===== src/rtl/led_frame_sched.sv =====
// Frame scheduler: collects I2C payload bytes into a shadow buffer and commits them on STOP.
// It then streams the committed frame to the LED serializer and holds the latch gap.
module led_frame_sched #(
  parameter int LED_CNT      = 3,
  parameter int LATCH_CYCLES = 1250
) (
  input  logic       clk,
  input  logic       reset,
  input  logic       wr_valid_i,
  input  logic [7:0] wr_data_i,
  input  logic       frame_start_i,
  input  logic       frame_end_i,
  input  logic       byte_ready_i,
  output logic       byte_valid_o,
  output logic [7:0] byte_data_o,
  output logic       busy_o,
  output logic       overflow_o
);

  localparam int FLEN = 3 * LED_CNT;
  localparam int PW   = $clog2(FLEN + 1);
  localparam int CW   = (LATCH_CYCLES > 1) ? $clog2(LATCH_CYCLES) : 1;

  localparam logic [PW-1:0] FLEN_P = PW'(FLEN);
  localparam logic [PW-1:0] LAST_P = PW'(FLEN - 1);
  localparam logic [CW-1:0] CNT_LD = CW'(LATCH_CYCLES - 1);

  typedef enum logic [1:0] {IDLE, LOAD, STREAM, LATCH} state_t;

  state_t                 state;
  logic [FLEN-1:0][7:0]   shadow;
  logic [FLEN-1:0][7:0]   active;
  logic [PW-1:0]          wp;
  logic [PW-1:0]          rp;
  logic [CW-1:0]          cnt;
  logic                   pending;
  logic                   ovf;
  logic [7:0]             data_q;

  // Write side runs regardless of FSM state; frame_start rewinds but still takes a same-cycle byte.
  always_ff @(posedge clk or posedge reset) begin
    if (reset) begin
      shadow <= '0;
      wp     <= '0;
      ovf    <= 1'b0;
    end else if (frame_start_i) begin
      ovf <= 1'b0;
      if (wr_valid_i) begin
        shadow[0] <= wr_data_i;
        wp        <= PW'(1);
      end else begin
        wp <= '0;
      end
    end else if (wr_valid_i) begin
      if (wp != FLEN_P) begin
        shadow[wp] <= wr_data_i;
        wp         <= wp + 1'b1;
      end else begin
        ovf <= 1'b1;
      end
    end
  end

  // A STOP seen in IDLE goes straight to LOAD so the first byte is valid two cycles later.
  always_ff @(posedge clk or posedge reset) begin
    if (reset) begin
      state   <= IDLE;
      active  <= '0;
      rp      <= '0;
      cnt     <= '0;
      pending <= 1'b0;
      data_q  <= '0;
    end else begin
      if (frame_end_i)
        pending <= 1'b1;
      else if (state == LOAD)
        pending <= 1'b0;

      case (state)
        IDLE: if (pending || frame_end_i) state <= LOAD;
        LOAD: begin
          active <= shadow;
          data_q <= shadow[0];
          rp     <= '0;
          state  <= STREAM;
        end
        STREAM: if (byte_ready_i) begin
          if (rp == LAST_P) begin
            state <= LATCH;
            cnt   <= CNT_LD;
          end else begin
            rp     <= rp + 1'b1;
            data_q <= active[rp + 1'b1];
          end
        end
        LATCH: begin
          if (cnt == '0) state <= IDLE;
          else           cnt   <= cnt - 1'b1;
        end
        default: state <= IDLE;
      endcase
    end
  end

  assign byte_valid_o = (state == STREAM);
  assign byte_data_o  = data_q;
  assign busy_o       = pending | (state != IDLE);
  assign overflow_o   = ovf;

endmodule


===== config.mk =====
export PLATFORM = sky130hd
export DESIGN_NAME = led_frame_sched
export DESIGN_NICKNAME = d
export VERILOG_FILES = /design/src/rtl/led_frame_sched.sv
export SDC_FILE = /design/constraint.sdc
export NUM_CORES = 1
export LEC_CHECK = 0
export ABC_AREA = 1
export CORE_MARGIN = 2
export CORE_UTILIZATION = 61
export CTS_CLUSTER_SIZE = 10
export DETAILED_ROUTE_END_ITERATION = 8
export HOLD_SLACK_MARGIN = 0.03
export PLACE_DENSITY_LB_ADDON = 0.08
export SLEW_MARGIN = 30
export SYNTH_ARGS = -nofsm -noshare
export SYNTH_HDL_FRONTEND = slang
export SYNTH_SLANG_ARGS = --single-unit

===== constraint.sdc =====
create_clock -name clk -period 7.6 [get_ports clk]
set_input_delay 1.14 -clock clk [delete_from_list [all_inputs] [get_ports clk]]
set_output_delay 1.14 -clock clk [all_outputs]
set_load 0.03 [all_outputs]

Word-level counts from Yosys, hierarchy flattened
Index checks and enable logic that the tools add are counted.

word-level totals
  flip-flop bits (word level) = 175
  input bits = 14
  output and inout port bits = 11

operators by class
  $add $sub $neg = 3
  magnitude comparators = 3
  eq/ne operators = 12
  muxes and demuxes = 33
  bitwise operators = 2
  reductions and logical operators = 17

operators with widths
  kind                   number
  $bwmux 72              1
  $mux 8                 8
  $mux 11                3
  $bmux 8 s4             1
  $demux 8 s4            1
  $pmux 11 s2            1
  $mux 4                 5
  $pmux 8 s2             1
  $ne 2x2->1 const B     6
  $reduce_bool 2->1      6
  $logic_not 11->1       1
  $sub 11x1->11 const B  1
  $lt 4x5->1 const B     2
  $add 4x1->4 const B    2
  $mux 2                 4
  $pmux 2 s4             1
  $pmux 4 s2             1
  $reduce_and 4->1       2
  $mux 1                 6
  $reduce_and 2->1       3
  $reduce_and 3->1       2
  $eq 2x2->1 const B     2
  $eq 4x4->1 const B     1
  $ge 4x1->1 const B     1
  8 further kinds        8

Logic depth before layout (Yosys ltp)
  depth after elaboration = 8
  gate-level depth with buffers = 13

Worst setup path after synthesis
No wires, ideal clock.

  path kind = reg-to-reg
  start point = register rp[0]
  end point = register data_q[2] (netlist: byte_data_o[2])
  setup time = 117 ps
  arrival time = 2,131 ps
  slack = 5,352 ps
  cell stages (with the launch flop) = 14
  path buffers = 4
  cells stage by stage = dfrtp_1 -> buf_2 -> clkinv_1 -> clkbuf_1 -> ha_1 -> clkbuf_1 -> clkinv_1 -> buf_1 -> nand3_1 -> nand3_1 -> nand3_1 -> nand2_1 -> nand2_1 -> nand2_1

on the way
  word-level cells in the longest chain between the ends = 6
  elaborated cells between the ends (all ways) = 9
  classes of those cells = add/sub (1); eq/ne (2); mux (5); reduce/logical (1)

ends and longest elaborated chain
  what                          RTL line  text
  from (decl)                   34        logic [PW-1:0] rp;
  from (signal assigned)        92        rp <= rp + 1'b1;
  $add 4x1->4                   93        data_q <= active[rp + 1'b1];
  $bmux 8 s4                    93
  $mux 8 (implied by the code)  93
  $mux 8                        88        if (rp == LAST_P) begin
  $mux 8                        87        STREAM: if (byte_ready_i) begin
  $pmux 8 s2                    79        case (state)
  to (signal assigned)          83        data_q <= shadow[0];
  to (signal assigned)          93
  to (decl)                     38        logic [7:0] data_q;

Several ways; a longest one is shown, not always the timed one. The select of a mux whose other input is x is not followed.
A chain may end at the register's enable or synchronous reset.

Worst setup path in the final report
  start point = register state[0]
  end point = output port byte_valid_o

on the way
  word-level cells in the longest chain between the ends = 1

ends and longest elaborated chain
  what                    RTL line  text
  from (decl)             30        state_t state;
  from (signal assigned)  67        state <= IDLE;
  from (signal assigned)  80        IDLE: if (pending || frame_end_i) state <= LOAD;
  from (signal assigned)  85        state <= STREAM;
  $eq 2x2->1              105       assign byte_valid_o = (state == STREAM);
  to (decl)               14        output logic byte_valid_o,

No other way between the ends.

==> out/metrics.cfg <==
[hold_path]
hold_class = register to register

[status]
run_status = completed

[drt]
viasPerCell = 5.51
drt_iter0_drc = 548
postRouteAntennaNets = 0
drc = 0
routed_wl_microns = 18800
wl_per_cell_microns = 16.4
firstDrtPassIters = 5
vias = 6324

[cts]
clock-sinks = 175
cts.clk_slew.worst_paths_ns = 0.06
cts-root-buf = clkbuf_16
postCtsResizedCells = 0
cts_inserted_buffers = 17
cts_tree = done
clkLatencyLatePin_ns = 0.43
post-cts-setup-buffers = 0
postCtsHoldBufs = 0
cts_buffer_depth = 2
htreeDepth = 4

[timing]
min_period_ns = 3.46
worst_pin_slew_ns = 0.804
drv_slew = 0
hold_viol_final = 0
setup_viol_count_final = 0
rsz0062_at_grt = no
fin_crit_sh_pct = 45.6
fin_tns_setup_ns = 0
max_freq_mhz = 289
timing.slew.headroom_pct = 46.2
finClkSkew_ns = 0.00744

[yosys]
synthCells = 960
synth-xor-area-share_pct = 0.893
synth_fp_nets = 985
ys_ff_latch = 175
yosysSeqAreaShare_pct = 55.8
syn-cell-area_sq_um = 7850
synth_top_family_by_area = simple AND/OR/NAND/NOR gates
muxShareOfSynthArea_pct = 0
syn_area_per_cell_sq_um = 8.17
synthAdderAreaFrac_pct = 1.75
synth.distinct_cells = 25
yosys_warnings = 0
synth-compound-area-share_pct = 10.6
synth-simple-area-share_pct = 23.5

[global_routing]
antenna_found_initial = 0
grt_pass1_wl_microns = 31500
grt_pass1_vias = 6255
grt_max_degree = 112
grt_overflow = 0
grt.total_usage_pct = 29.2

[cells_and_area]
final_cells = 1148
synthToLayoutAreaGrowth_pct = 12.5
diodes = 0
nets = 990
layout-drive-gt1-share_pct = 4.20

[setup_path]
cp_num_buf_inv = 2
path_max_fanout = 15
crit_chain = inv_1 -> ha_1 -> clkdlybuf4s50_1
critPathSlowestCell = clkdlybuf4s50_1
criticalPathCategory = register to output port
crit_path_end_kind = output port
cp.required_ns = 6.46
start_kind = register
worstPathArrival_ns = 2.32
r2r_slack_ns = 4.38
cp_slowest_stage_delay_ns = 0.79
cp_top_family = buffers and inverters

[floorplanning]
die_h_microns = 117
num_rows = 41
core_sq_um = 12600
start_util_pct = 62.4
die_x_microns = 117
num_io_pins = 25
design.die.area_sq_um = 13800

[place]
dp.cells = 1118
hpwl_microns = 12000
portBuffers = 24
gp_congestion = 0.888

[power]
seqPwrFrac_pct = 38.9
cellLeakagePower_nw = 4.19
p_switching_mw = 1.29
intPower_mw = 2.14
vdd_ir_drop_max_uv = 192
pwr-share-clk_pct = 27.2
power_density_nw_per_um2 = 388
comb_power_share_pct = 33.9
p_sw_share_pct = 37.6

[flow_run]
maxCapViolations = 0

## power groups by stage
stage	sequential [mW]	clock, mW	combinational [mW]
finish	1.33	0.931	1.16
floorplan	1.35	0	0.819
detailed placement	1.34	0	1.14
CTS	1.33	0.938	1.16
global route	1.36	0.978	1.32
global placement	1.33	0	1.12
## placed cells by master, fill, tap and decap left out, types with 2 or more instances in the layout
cell               n
ha_1               9
nor3b_1            2
xor2_1             6
xnor2_1            2
inv_1            104
o21ai_0          141
nor3_1            10
a21oi_1           16
buf_6              2
clkdlybuf4s50_1   24
nor2_1            73
dfrtp_1          175
clkinv_1           3
clkinv_4           3
clkbuf_8           3
o21ai_1            3
buf_4              3
nand4_1            7
clkbuf_16         17
bufinv_16          4
o22ai_1            3
nand2_1          275
nand3_1           79
## stage by stage
stage / hold WS, ns / utilization (%) / cell area (sq um) / setup slack, ns / total power, mW
final: 0.482 / 70.2 / 8830 / 4.14 / 3.43
after global routing: 0.505 / 70.2 / 8830 / 4.06 / 3.66
after CTS: 0.485 / 70.1 / 8810 / 3.95 / 3.42
after detailed placement: 0.467 / 65.1 / 8180 / 4.00 / 2.49
after global placement: 0.461 / 65.1 / 8180 / 4.05 / 2.45
after floorplan: 0.450 / - / 7850 / 1.71 / 2.17
## per-layer routing
| layer | share of wire, % | track usage (%) | routed length [microns] | up-vias |
|---|---|---|---|---|
| met1 | 43 | 38.4 | 8030 | 3061 |
| met5 | 0 | 0 | 0 | - |
| met4 | 2.4 | 11.5 | 454 | 0 |
| li1 | - | - | - | 3048 |
| met3 | 5.8 | 6.23 | 1100 | 39 |
| met2 | 49 | 47.8 | 9250 | 176 |
## synth_stat cells (all sizes together)
library cell | n | area, sq um
a21oi | 16 | 80.1
nand3b | 1 | 7.51
nand3 | 80 | 405
xnor2 | 2 | 17.5
nor2 | 74 | 278
nand4 | 7 | 43.8
clkinv | 3 | 11.3
inv | 106 | 398
buf | 13 | 68.8
o21ai | 144 | 721
ha | 11 | 138
xor2 | 6 | 52.6
clkbuf | 30 | 113
dfrtp | 175 | 4380
nor3 | 11 | 60.1
a22o | 1 | 8.76
nand2 | 275 | 1030
o22ai | 3 | 18.8
nor3b | 2 | 15.0
## state kept, by name, summed over array words and instances, names as in the netlist
signal,cells
overflow_o,1
wp,4
rp,4
cnt,11
state,2
active,72
shadow,72
byte_data_o,8
pending,1
## cell type report
type	count	area [sq um]
Clock buffer	21	470
Clock inverter	9	159
Fill cell	991	3740
Inverter	109	417
Multi-Input combinational cell	633	2900
Sequential cell	175	4380
Tap cell	172	215
Timing Repair Buffer	29	285
## worst min-delay path, delay by kind of cell, from the launching register on
kind / cells / cell delay (ns)
AO/OA/AOI/OAI: 1 / 0.06
AND/OR/NAND/NOR: 1 / 0.05
flip-flops: 1 / 0.34
## cell families after synthesis
logic type      Yosys count
simple gates            450
flops                   175
compound gates          164
buf+inv                 152
fa+ha+maj                11
xor+xnor                  8
## path summary, 6_finish.rpt
check                           start             end  cells past startpoint
setup / recovery             state[0]    byte_valid_o                      3
hold / removal             shadow[54]      active[54]                      2
setup reg to reg                rp[0]  byte_data_o[5]                     10
hold reg to reg            shadow[54]      active[54]                      2
max in group asynchronous       reset          cnt[4]                      3
min in group asynchronous       reset          cnt[9]                      2
No activity file was read; power rests on OpenSTA's default activity.
